**src/rtl/calc_sequencer.sv**
```systemverilog
// Key-entry sequencer for a BCD calculator: collects two operands and an operator,
// hands them to an external ALU, and drives the display with entry, result or error.
module calc_sequencer #(
  parameter int DIGITS  = 6,
  parameter int TIMEOUT = 255
) (
  input  logic                clk,
  input  logic                rst,
  input  logic                key_valid,
  input  logic [3:0]          key_code,
  output logic                alu_start,
  output logic [1:0]          alu_op,
  output logic [4*DIGITS-1:0] alu_a,
  output logic [4*DIGITS-1:0] alu_b,
  input  logic                alu_done,
  input  logic [4*DIGITS-1:0] alu_result,
  input  logic                alu_err,
  output logic [4*DIGITS-1:0] disp_data,
  output logic                disp_err,
  output logic                busy
);

  localparam int W  = 4 * DIGITS;
  localparam int CW = $clog2(DIGITS + 1);
  localparam int TW = (TIMEOUT < 2) ? 1 : $clog2(TIMEOUT + 1);
  localparam logic [W-1:0] ERR_PAT = {DIGITS{4'hE}};

  typedef enum logic [2:0] {ENTER_A, ENTER_B, RUN, WAIT, SHOW, ERROR} state_t;

  state_t         state_q, state_n;
  logic [W-1:0]   a_q, a_n, b_q, b_n;
  logic [CW-1:0]  count_q, count_n;
  logic [1:0]     op_q, op_n, pend_q, pend_n;
  logic           chain_q, chain_n;
  logic [TW-1:0]  timer_q, timer_n;
  logic           alu_start_n, disp_err_n, busy_n;
  logic [1:0]     alu_op_n;
  logic [W-1:0]   alu_a_n, alu_b_n, disp_n;

  logic is_digit, is_op, is_eq, is_clr, room;

  function automatic logic [W-1:0] push_digit(input logic [W-1:0] v, input logic [3:0] d);
    return {v[W-5:0], d};
  endfunction

  // A..D map onto 0..3 by subtracting the code of A modulo 4.
  function automatic logic [1:0] decode_op(input logic [3:0] k);
    return 2'(k - 4'hA);
  endfunction

  assign is_digit = key_valid && (key_code <= 4'd9);
  assign is_op    = key_valid && (key_code >= 4'hA) && (key_code <= 4'hD);
  assign is_eq    = key_valid && (key_code == 4'hE);
  assign is_clr   = key_valid && (key_code == 4'hF);
  assign room     = (count_q < CW'(DIGITS));

  always_comb begin
    state_n     = state_q;
    a_n         = a_q;
    b_n         = b_q;
    count_n     = count_q;
    op_n        = op_q;
    pend_n      = pend_q;
    chain_n     = chain_q;
    timer_n     = timer_q;
    alu_start_n = 1'b0;
    alu_op_n    = alu_op;
    alu_a_n     = alu_a;
    alu_b_n     = alu_b;
    disp_n      = disp_data;
    disp_err_n  = disp_err;

    if (is_clr) begin
      state_n    = ENTER_A;
      a_n        = '0;
      b_n        = '0;
      count_n    = '0;
      op_n       = '0;
      pend_n     = '0;
      chain_n    = 1'b0;
      timer_n    = '0;
      alu_op_n   = '0;
      alu_a_n    = '0;
      alu_b_n    = '0;
      disp_n     = '0;
      disp_err_n = 1'b0;
    end else begin
      case (state_q)
        ENTER_A: begin
          if (is_digit && room) begin
            a_n     = push_digit(a_q, key_code);
            count_n = count_q + CW'(1);
            disp_n  = push_digit(a_q, key_code);
          end else if (is_op) begin
            op_n    = decode_op(key_code);
            b_n     = '0;
            count_n = '0;
            state_n = ENTER_B;
          end
        end
        ENTER_B: begin
          if (is_digit && room) begin
            b_n     = push_digit(b_q, key_code);
            count_n = count_q + CW'(1);
            disp_n  = push_digit(b_q, key_code);
          end else if (is_op && count_q == '0) begin
            op_n = decode_op(key_code);
          end else if ((is_op || is_eq) && count_q != '0) begin
            // An operator here both launches the pending calculation and queues the next one.
            pend_n      = is_op ? decode_op(key_code) : pend_q;
            chain_n     = is_op;
            state_n     = RUN;
            alu_start_n = 1'b1;
            alu_a_n     = a_q;
            alu_b_n     = b_q;
            alu_op_n    = op_q;
          end
        end
        RUN: begin
          state_n = WAIT;
          timer_n = '0;
        end
        WAIT: begin
          if (alu_done) begin
            timer_n = '0;
            if (alu_err) begin
              state_n    = ERROR;
              disp_n     = ERR_PAT;
              disp_err_n = 1'b1;
            end else begin
              a_n    = alu_result;
              disp_n = alu_result;
              if (chain_q) begin
                op_n    = pend_q;
                b_n     = '0;
                count_n = '0;
                chain_n = 1'b0;
                state_n = ENTER_B;
              end else begin
                state_n = SHOW;
              end
            end
          end else if (timer_q == TW'(TIMEOUT - 1)) begin
            state_n    = ERROR;
            disp_n     = ERR_PAT;
            disp_err_n = 1'b1;
          end else begin
            timer_n = timer_q + TW'(1);
          end
        end
        SHOW: begin
          if (is_digit) begin
            a_n     = W'(key_code);
            count_n = CW'(1);
            disp_n  = W'(key_code);
            state_n = ENTER_A;
          end else if (is_op) begin
            op_n    = decode_op(key_code);
            b_n     = '0;
            count_n = '0;
            state_n = ENTER_B;
          end
        end
        ERROR: ;
        default: state_n = ENTER_A;
      endcase
    end

    busy_n = (state_n == RUN) || (state_n == WAIT);
  end

  always_ff @(posedge clk or posedge rst) begin
    if (rst) begin
      state_q   <= ENTER_A;
      a_q       <= '0;
      b_q       <= '0;
      count_q   <= '0;
      op_q      <= '0;
      pend_q    <= '0;
      chain_q   <= 1'b0;
      timer_q   <= '0;
      alu_start <= 1'b0;
      alu_op    <= '0;
      alu_a     <= '0;
      alu_b     <= '0;
      disp_data <= '0;
      disp_err  <= 1'b0;
      busy      <= 1'b0;
    end else begin
      state_q   <= state_n;
      a_q       <= a_n;
      b_q       <= b_n;
      count_q   <= count_n;
      op_q      <= op_n;
      pend_q    <= pend_n;
      chain_q   <= chain_n;
      timer_q   <= timer_n;
      alu_start <= alu_start_n;
      alu_op    <= alu_op_n;
      alu_a     <= alu_a_n;
      alu_b     <= alu_b_n;
      disp_data <= disp_n;
      disp_err  <= disp_err_n;
      busy      <= busy_n;
    end
  end

endmodule

```
**config.mk**
```make
export PLATFORM = sky130hd
export DESIGN_NAME = calc_sequencer
export DESIGN_NICKNAME = d
export VERILOG_FILES = /design/src/rtl/calc_sequencer.sv
export SDC_FILE = /design/constraint.sdc
export NUM_CORES = 1
export LEC_CHECK = 0
export ABC_CLOCK_PERIOD_IN_PS = 7540
export BUFFER_PORTS_ARGS = -buffer_cell sky130_fd_sc_hd__buf_2
export CAP_MARGIN = 20
export CORE_ASPECT_RATIO = 1.25
export CORE_MARGIN = 1
export CORE_UTILIZATION = 55
export DETAILED_ROUTE_END_ITERATION = 16
export PLACE_DENSITY = 0.74
export SYNTH_ARGS = -nofsm -noshare
export SYNTH_HDL_FRONTEND = slang
export SYNTH_SLANG_ARGS = --single-unit
export TNS_END_PERCENT = 5
```
**constraint.sdc**
```tcl
create_clock -name clk -period 7.54 [get_ports clk]
set_clock_uncertainty 0.1 [all_clocks]
set_input_delay 0.377 -clock clk [delete_from_list [all_inputs] [get_ports clk]]
set_output_delay 0.377 -clock clk [all_outputs]
set_load 0.03 [all_outputs]
```
==> results.json, run 1 <==
{
  "grt-ovfl-total": 0,
  "final-hold-violation-count": 0,
  "setup_ws_ns": 4.82,
  "std_cell_rows": 46,
  "ys.warnings.count": 0,
  "powerDensity_nw_per_um2": 455,
  "synth_edf_count": 0,
  "post-route-period-util": 0.361,
  "outcome": "finished clean",
  "clock-sinks": 144,
  "endpoint_kind": "flop",
  "grt_max_degree": 83,
  "ys_seq_area_frac": 0.488,
  "clkTransAtPathRegs_ns": 0.06,
  "cts_tree": "built",
  "gp_congestion": 0.916,
  "startpoint_type": "flop",
  "drive_above_1_share": 0.297,
  "leakage_nw": 4.05,
  "initial_core_util": 0.572,
  "synth-seq-cells": 144,
  "slowest_stage": "nor2_1",
  "hpwl_mm": 13.0,
  "layout_commonest_cell": "nand2_1",
  "cts-root-buf": "clkbuf_16",
  "io_pins": 110,
  "finalSetupViolations": 0,
  "relSlewSlack": 0.292,
  "area_growth_pct": 14.1,
  "final_cell_mix": "147 x nand2_1, 144 x dfrtp_1, 109 x buf_2",
  "synthCells": 743,
  "ys_types": 69,
  "die_height_um": 131,
  "fin_crit_ns": 2.72,
  "cp_num_buf_inv": 1,
  "max_cap_viol_count": 0,
  "arrival_ns": 2.96,
  "grt.total_usage": 0.295,
  "worstPathCellList": "nor2b_1, buf_4, nor2_1, a21oi_1, o2bb2ai_2",
  "drt-total-wl_mm": 19.5,
  "slew_violations": 0,
  "hold_class": "in2reg",
  "path_max_fanout": 23,
  "cts.path.max_buffers": 2,
  "finalSetupTns_ns": 0,
  "grt_pass1_vias": 5987,
  "cp_top_family": "simple AND/OR/NAND/NOR gates",
  "ant_nets": 0,
  "synth_area_sq_um": 7380,
  "slowest_delay_ns": 0.84,
  "worstSkewPairLatency_ns": 0.42,
  "cts_inserted_buffers": 17,
  "syn-num-nets": 780,
  "route.vias.total": 6162,
  "drtIter0Drc": 496,
  "core-area_sq_um": 12900,
  "grt_pass1_wl_mm": 31.8,
  "die_area_sq_um": 13900,
  "worst_slew_pin_slew_ns": 1.06,
  "dp_slack_ns": 4.69,
  "vdd_drop_max_mv": 0.279,
  "fmax_mhz": 368,
  "post_cts_resized": 0,
  "dieWidth_um": 106,
  "synthArstFlopShare": 1.00,
  "portBuffers": 109,
  "total_power_mw": 3.83,
  "antenna_found_initial": 0,
  "nNetsFinal": 854,
  "firstDrtPassIters": 6,
  "yosys_most_used_dff": "dfrtp_1",
  "drc": 0,
  "vias_per_cell": 6.18,
  "rsz0062_at_grt": "false",
  "worstSetupPathType": "reg2reg",
  "syn_area_per_cell_sq_um": 9.93,
  "post-route-util": 0.653,
  "n_antenna_cell": 0,
  "ctsHtreeMaxLevel": 4,
  "worst_ep_required_time_ns": 7.78,
  "wl_per_cell_um": 19.5
}
==> synthesized netlist by cell type (all sizes together), types with 9 or more instances <==
cell | instances | area share
o21ai | 42 | 0.029
o221a | 12 | 0.018
dfrtp | 144 | 0.49
o221ai | 9 | 0.011
nor2 | 23 | 0.013
nand2b | 12 | 0.010
nand3 | 84 | 0.058
nand2 | 169 | 0.093
o31ai | 26 | 0.042
buf | 43 | 0.045
clkbuf | 22 | 0.012
a21oi | 27 | 0.018
a22oi | 21 | 0.021
o2bb2ai | 23 | 0.044
==> routing by layer <==
metal	routed length, um	vias to the layer above	GRT usage
li1	-	2809	-
met5	0	-	0
met3	1280	49	0.0506
met4	628	0	0.128
met1	8010	3004	0.386
met2	9540	300	0.481
==> stage by stage <==
step                hold WS [ns]  cell area, sq um  cells
floorplan                  0.335              7380    743
global placement           0.359              7800    965
detailed placement         0.367              7800    965
CTS                        0.160              8410    997
global route               0.170              8410    997
finish                     0.163              8410    997
==> flip-flops by register name (all words and copies together), names as in the netlist, 3 cells and up <==
name / cells
state_q: 3
disp_data: 24
count_q: 3
b_q: 24
timer_q: 8
a_q: 24
alu_b: 24
alu_a: 24
==> final timing paths <==
kind	startpoint	end	slack [ns]	cells past startpoint
max in group asynchronous	rst	a_q[7]$_DFFE_PP0P_	5.44	4
setup reg to reg	state_q[2]$_DFF_PP0_	disp_data[10]$_DFFE_PP0P_	4.82	5
setup / recovery	state_q[2]$_DFF_PP0_	disp_data[10]$_DFFE_PP0P_	4.82	5
hold / removal	alu_result[1]	disp_data[1]$_DFFE_PP0P_	0.16	3
hold reg to reg	b_q[20]$_DFFE_PP0P_	alu_b[20]$_DFFE_PP0P_	0.37	2
min in group asynchronous	rst	alu_b[9]$_DFFE_PP0P_	0.49	3
==> what timing repair did <==
action / 4_1_cts / 5_1_grt
hold buffers: 1 / 0
setup buffers: 0 / 0
hold endpoints to repair: 69 / 0
==> layout make-up <==
class                           count  area (sq um)
Timing Repair Buffer              120           631
Multi-Input combinational cell    528          3340
Sequential cell                   144          3600
Fill cell                        1023          4480
Clock buffer                       19           443
Tap cell                          168           210
Inverter                            6          27.5
Clock inverter                     12           159
==> kinds of logic (layout without fill, tap and decap cells) <==
group,count (synthesis),in the layout,synth area share
buf+inv,71,157,0.0594
xor+xnor,5,5,0.00594
fa+ha+maj,4,4,0.00678
flops,144,144,0.488
simple gates,322,322,0.209
mux,10,10,0.0146
compound gates,187,187,0.216
==> worst reg2reg max path, cell delays in order (launching register included) <==
cell and delay (ns):
dfrtp_1 0.76, nor2b_1 0.17, buf_4 0.27, nor2_1 0.84
a21oi_1 0.32, o2bb2ai_2 0.19
==> report_power, final <==
part           internal (mW)  switching [mW]  leakage [nW]  total (mW)
registers               1.03           0.249          1.93        1.28
clock network          0.529           0.327         0.278       0.856
logic                  0.559            1.13          1.84        1.69
total                   2.12            1.71          4.05        3.83
Power figures use the tool's default switching activity.
==> run 2, diff against run 1 <==
--- a/config.mk
+++ b/config.mk
@@ -5,12 +5,12 @@
 export SDC_FILE = /design/constraint.sdc
 export NUM_CORES = 1
 export LEC_CHECK = 0
-export ABC_CLOCK_PERIOD_IN_PS = 7540
+export ABC_CLOCK_PERIOD_IN_PS = 2300
 export BUFFER_PORTS_ARGS = -buffer_cell sky130_fd_sc_hd__buf_2
 export CAP_MARGIN = 20
 export CORE_ASPECT_RATIO = 1.25
 export CORE_MARGIN = 1
-export CORE_UTILIZATION = 55
+export CORE_UTILIZATION = 52
 export DETAILED_ROUTE_END_ITERATION = 16
 export PLACE_DENSITY = 0.74
 export SYNTH_ARGS = -nofsm -noshare
==> constraint.sdc (replaced) <==
create_clock -name clk -period 2.3 [get_ports clk]
set_clock_uncertainty 0.1 [all_clocks]
set_input_delay 0.115 -clock clk [delete_from_list [all_inputs] [get_ports clk]]
set_output_delay 0.115 -clock clk [all_outputs]
set_load 0.03 [all_outputs]
==> results.json, run 2 (same netlist as run 1, synthesis figures left out) <==
{
  "die_area_sq_um": 14700,
  "hold_class": "in2reg",
  "final-hold-violation-count": 0,
  "vias_per_cell": 6.06,
  "std_cell_rows": 48,
  "worstSetupPathType": "reg2reg",
  "startpoint_type": "flop",
  "placed_area_sq_um": 8040,
  "worstSkewPairLatency_ns": 0.42,
  "die_height_um": 135,
  "vdd_drop_max_mv": 0.786,
  "powerDensity_nw_per_um2": 1460,
  "wl_per_cell_um": 19.5,
  "finalSetupViolations": 0,
  "portBuffers": 109,
  "worst_ep_required_time_ns": 2.51,
  "fin_crit_ns": 2.13,
  "cts_tree": "built",
  "grt_pass1_vias": 6104,
  "dieWidth_um": 109,
  "max_cap_viol_count": 0,
  "rsz0062_at_grt": "false",
  "drive_above_1_share": 0.311,
  "nNetsFinal": 894,
  "total_power_mw": 12.9,
  "hpwl_mm": 14.1,
  "post-route-period-util": 0.927,
  "cts_inserted_buffers": 17,
  "fmax_mhz": 469,
  "n_antenna_cell": 0,
  "clock-sinks": 144,
  "cts-root-buf": "clkbuf_16",
  "ctsHtreeMaxLevel": 4,
  "initial_core_util": 0.534,
  "io_pins": 110,
  "grt.total_usage": 0.292,
  "grt-ovfl-total": 0,
  "drt-total-wl_mm": 20.4,
  "gp_congestion": 0.896,
  "core-area_sq_um": 13800,
  "arrival_ns": 2.34,
  "fillers": 1092,
  "postCtsSetupRepairBufs": 0,
  "route.vias.total": 6322,
  "relSlewSlack": 0.498,
  "final_cell_mix": "147 x nand2_1, 144 x dfrtp_1, 109 x buf_2",
  "clkTransAtPathRegs_ns": 0.06,
  "worst_slew_pin_slew_ns": 0.753,
  "drc": 0,
  "layout_commonest_cell": "nand2_1",
  "path_max_fanout": 48,
  "slew_violations": 0,
  "endpoint_kind": "flop",
  "finalSetupTns_ns": 0,
  "post-route-util": 0.643,
  "grt_max_degree": 57,
  "ant_nets": 0,
  "cts.path.max_buffers": 2,
  "drtIter0Drc": 568,
  "final_area_sq_um": 8880,
  "r2r_slack_ns": 0.17,
  "firstDrtPassIters": 6,
  "leakage_nw": 4.28,
  "grt_pass1_wl_mm": 32.4,
  "area_growth_pct": 20.4,
  "antenna_found_initial": 0,
  "outcome": "finished clean"
}
-- run 2: cell types whose count changed in the layout (fill, tap and decap cells not counted) --
cell           before  now
nor2_1             20   18
buf_12              0    7
dlygate4sd3_1       1   19
clkinvlp_4          5    4
nor2_2              2    4
buf_4              10   25
bufinv_16           3    4
-- run 2: area by class of cell --
| cell class | instances | area, sq um | share of cell area |
|---|---|---|---|
| inverters | 6 | 26.3 | 0.00296 |
| flip-flops and latches | 144 | 3600 | 0.406 |
| clock inverters | 12 | 183 | 0.0206 |
| clock buffers | 19 | 443 | 0.0499 |
| repair buffers | 160 | 1060 | 0.120 |
| well taps | 175 | 219 | 0.0246 |
| multi-input cells | 528 | 3350 | 0.377 |
-- run 2: final timing paths --
path                                       from                     to  cells past startpoint
max in group asynchronous                   rst     b_q[4]$_DFFE_PP0P_                      5
max                        state_q[0]$_DFF_PP0_     a_q[0]$_DFFE_PP0P_                      5
max reg2reg                state_q[0]$_DFF_PP0_     a_q[0]$_DFFE_PP0P_                      5
min reg2reg                 a_q[21]$_DFFE_PP0P_  alu_a[21]$_DFFE_PP0P_                      2
min                              alu_result[13]    a_q[13]$_DFFE_PP0P_                      3
min in group asynchronous                   rst   alu_b[7]$_DFFE_PP0P_                      3
-- run 2: power by group --
group	leakage [nW]	internal (mW)	switching, mW
sequential	1.93	3.38	0.826
clock	0.296	1.85	1.09
combinational	2.05	2.06	3.74
total	4.28	7.29	5.66
-- run 2: metrics by stage --
step | std cells | hold slack, ns | setup slack, ns
global route | 1044 | 0.00675 | 0.0607
CTS | 1043 | 0.00193 | 0.0615
global placement | 993 | 0.247 | 0.236
floorplan | 743 | 0.151 | 0.280
detailed placement | 993 | 0.269 | 0.0751
finish | 1044 | 0.00729 | 0.169
-- run 2: what timing repair did --
item / 4_1_cts / 5_1_grt
resized for setup: 0 / 2
endpoints found under the hold margin: 57 / 0
endpoints found under the setup margin: 0 / 14
hold buffers: 19 / 0
-- run 2: critical path, stage by stage (launching register included) --
cell and delay, ns:
dfrtp_1 0.51, and3b_1 0.30, nand2_1 0.11, and3_4 0.69
a21oi_1 0.10, a21o_1 0.18
-- run 2: routing by layer --
metal,routed length (um),up-vias,share of wire,GRT usage
met3,1200,57,0.059,0.0414
met1,8220,3084,0.40,0.373
met2,10100,287,0.50,0.479
li1,-,2894,-,-
met4,829,0,0.041,0.151
met5,0,-,0,0
==> run 3, diff against run 2 <==
--- a/config.mk
+++ b/config.mk
@@ -5,6 +5,7 @@
 export SDC_FILE = /design/constraint.sdc
 export NUM_CORES = 1
 export LEC_CHECK = 0
+export ABC_AREA = 1
 export ABC_CLOCK_PERIOD_IN_PS = 2300
 export BUFFER_PORTS_ARGS = -buffer_cell sky130_fd_sc_hd__buf_2
 export CAP_MARGIN = 20
==> results.json, run 3 <==
{
  "drt-total-wl_mm": 21.4,
  "route.vias.total": 7118,
  "synth_area_sq_um": 7440,
  "synth_xor_area_frac": 0.00353,
  "grt.total_usage": 0.308,
  "rsz0062_at_grt": "false",
  "worst_ep_required_time_ns": 2.49,
  "yosysTopAreaCellShare": 0.485,
  "outcome": "finished clean",
  "cts.path.max_buffers": 2,
  "cts-root-buf": "clkbuf_16",
  "final_area_sq_um": 8910,
  "placed_area_sq_um": 8140,
  "cp_common_cell": "nand2_1",
  "grt-ovfl-total": 0,
  "fin_hold_ws_ns": 0.00497,
  "post-route-period-util": 0.926,
  "max_cap_viol_count": 0,
  "cp_top_family": "simple AND/OR/NAND/NOR gates",
  "relSlewSlack": 0.469,
  "arrival_ns": 2.32,
  "crit_start": "state_q[1]$_DFF_PP0_",
  "synth_most_common_cell": "nand2_1",
  "gp_congestion": 0.947,
  "drive_above_1_share": 0.170,
  "slowest_stage": "dfrtp_1",
  "ys.warnings.count": 0,
  "ant_nets": 0,
  "fin_crit_ns": 2.13,
  "die_area_sq_um": 14800,
  "cts_tree": "built",
  "final-hold-violation-count": 0,
  "synthArstFlopShare": 1.00,
  "worstPathCellList": "nand2_2, nor2_4, nand2_1, clkinv_1, nand2_1, o21ai_1, nor2_2, buf_4, nand2_1, o21ai_1",
  "worstSkewPairLatency_ns": 0.42,
  "synth_top_family_by_area": "simple AND/OR/NAND/NOR gates",
  "worstSetupPathType": "reg2reg",
  "portBuffers": 109,
  "synth_largest_area_cell": "dfrtp_1",
  "io_pins": 110,
  "cts_inserted_buffers": 17,
  "finalSetupTns_ns": 0,
  "synth_edf_count": 0,
  "r2r_start": "state_q[1]$_DFF_PP0_",
  "nNetsFinal": 1147,
  "clkTransAtPathRegs_ns": 0.06,
  "startpoint_type": "flop",
  "grt_pass1_wl_mm": 34.4,
  "core-area_sq_um": 13900,
  "powerDensity_nw_per_um2": 1490,
  "synth_simple_gate_area_share": 0.319,
  "final_cell_mix": "318 x nand2_1, 146 x nand3_1, 144 x dfrtp_1",
  "firstDrtPassIters": 5,
  "layout_commonest_cell": "nand2_1",
  "fmax_mhz": 470,
  "n_antenna_cell": 0,
  "yosys_most_used_dff": "dfrtp_1",
  "synthAdderAreaFrac": 0.00673,
  "wl_per_cell_um": 16.5,
  "syn-num-nets": 1036,
  "std_cell_rows": 48,
  "synth-seq-cells": 144,
  "antenna_found_initial": 0,
  "postCtsSetupRepairBufs": 0,
  "drc": 0,
  "fillers": 1240,
  "endpoint_kind": "flop",
  "slew_violations": 0,
  "synth_mux_area_frac": 0,
  "die_height_um": 136,
  "slowest_delay_ns": 0.52,
  "worst_slew_pin_slew_ns": 0.796,
  "vdd_drop_max_mv": 0.734,
  "path_max_fanout": 47,
  "cp_num_buf_inv": 2,
  "dieWidth_um": 109,
  "syn_area_per_cell_sq_um": 7.44,
  "synth_compound_area_frac": 0.102,
  "drtIter0Drc": 699,
  "synthTopCellsByCount": "318 x nand2_1, 146 x nand3_1, 144 x dfrtp_1",
  "ys_seq_area_frac": 0.485,
  "vias_per_cell": 5.49,
  "leakage_nw": 4.68,
  "initial_core_util": 0.536,
  "grt_pass1_vias": 6771,
  "ctsHtreeMaxLevel": 4,
  "area_growth_pct": 19.9,
  "ys_types": 33,
  "hp-start": "alu_result[21]",
  "hold_class": "in2reg",
  "finalSetupViolations": 0,
  "clock-sinks": 144,
  "synthTopCellsByArea": "dfrtp_1 48%, nand2_1 16%, nand3_1 9.8%",
  "hpwl_mm": 15.1,
  "grt_max_degree": 145,
  "synthCells": 999
}
==> run 3: cell types whose count changed after synthesis, sizes merged, moves of 26 or more <==
| cell | before | now |
|---|---|---|
| o31ai | 26 | 0 |
| inv | 6 | 84 |
| nand3 | 84 | 150 |
| o21ai | 42 | 121 |
| nand2 | 169 | 322 |
| nor2 | 23 | 79 |
==> run 3: worst paths after layout <==
path                       cells after the start  slack (ns)                        end
min reg2reg                                    2        0.37  disp_data[16]$_DFFE_PP0P_
min                                            5       0.005        a_q[21]$_DFFE_PP0P_
max                                           10        0.17        b_q[17]$_DFFE_PP0P_
max in group asynchronous                      4        1.14     timer_q[0]$_DFFE_PP0P_
max reg2reg                                   10        0.17        b_q[17]$_DFFE_PP0P_
min in group asynchronous                      4        0.33      alu_op[1]$_DFFE_PP0P_
==> run 3: logic make-up after synthesis <==
family / after synthesis
buffers and inverters: 143
AO/OA/AOI/OAI: 144
adder cells (fa/ha/maj): 4
AND/OR/NAND/NOR: 561
flip-flops: 144
XOR/XNOR: 3
==> run 3: final cells by class <==
| cell class | instances | area (sq um) | share of cell area |
|---|---|---|---|
| inverters | 85 | 323 | 0.0362 |
| clock inverters | 9 | 155 | 0.0174 |
| clock buffers | 22 | 474 | 0.0532 |
| multi-input cells | 712 | 3230 | 0.362 |
| well taps | 175 | 219 | 0.0246 |
| repair buffers | 150 | 915 | 0.103 |
| flip-flops and latches | 144 | 3600 | 0.404 |
==> run 3: report_power, final <==
| group | total, mW | switching (mW) | internal (mW) |
|---|---|---|---|
| clock network | 2.95 | 1.05 | 1.90 |
| registers | 4.04 | 0.570 | 3.47 |
| logic | 6.31 | 4.49 | 1.82 |
==> run 3: worst register-to-register path: stages (launching register included) <==
cell	delay, ns
dfrtp_1	0.52
nand2_2	0.11
nor2_4	0.28
nand2_1	0.18
clkinv_1	0.07
nand2_1	0.08
o21ai_1	0.11
nor2_2	0.06
buf_4	0.27
nand2_1	0.16
o21ai_1	0.07
==> run 3: metal layers <==
layer / global-route usage / wire length, um / vias up / part of all wire
met3: 0.0510 / 1070 / 71 / 0.050
met4: 0.188 / 1190 / 0 / 0.056
met2: 0.481 / 10200 / 265 / 0.48
li1: - / - / 3450 / -
met1: 0.398 / 8910 / 3332 / 0.42
met5: 0 / 0 / - / 0
==> run 3: timing repair <==
item / 4_1_cts / 5_1_grt
hold endpoints to repair: 157 / 0
hold buffers: 13 / 0
resized for setup: 0 / 3
setup endpoints to repair: 0 / 30
==> run 3: per-stage QoR <==
stage,setup slack [ns],power (mW),instances,util
after floorplan,0.280,8.50,999,-
after global placement,0.174,10.2,1253,0.587
after detailed placement,0.120,10.3,1253,0.587
after CTS,0.0781,13.3,1297,0.641
after global routing,0.0136,14.2,1297,0.643
final,0.171,13.3,1297,0.643
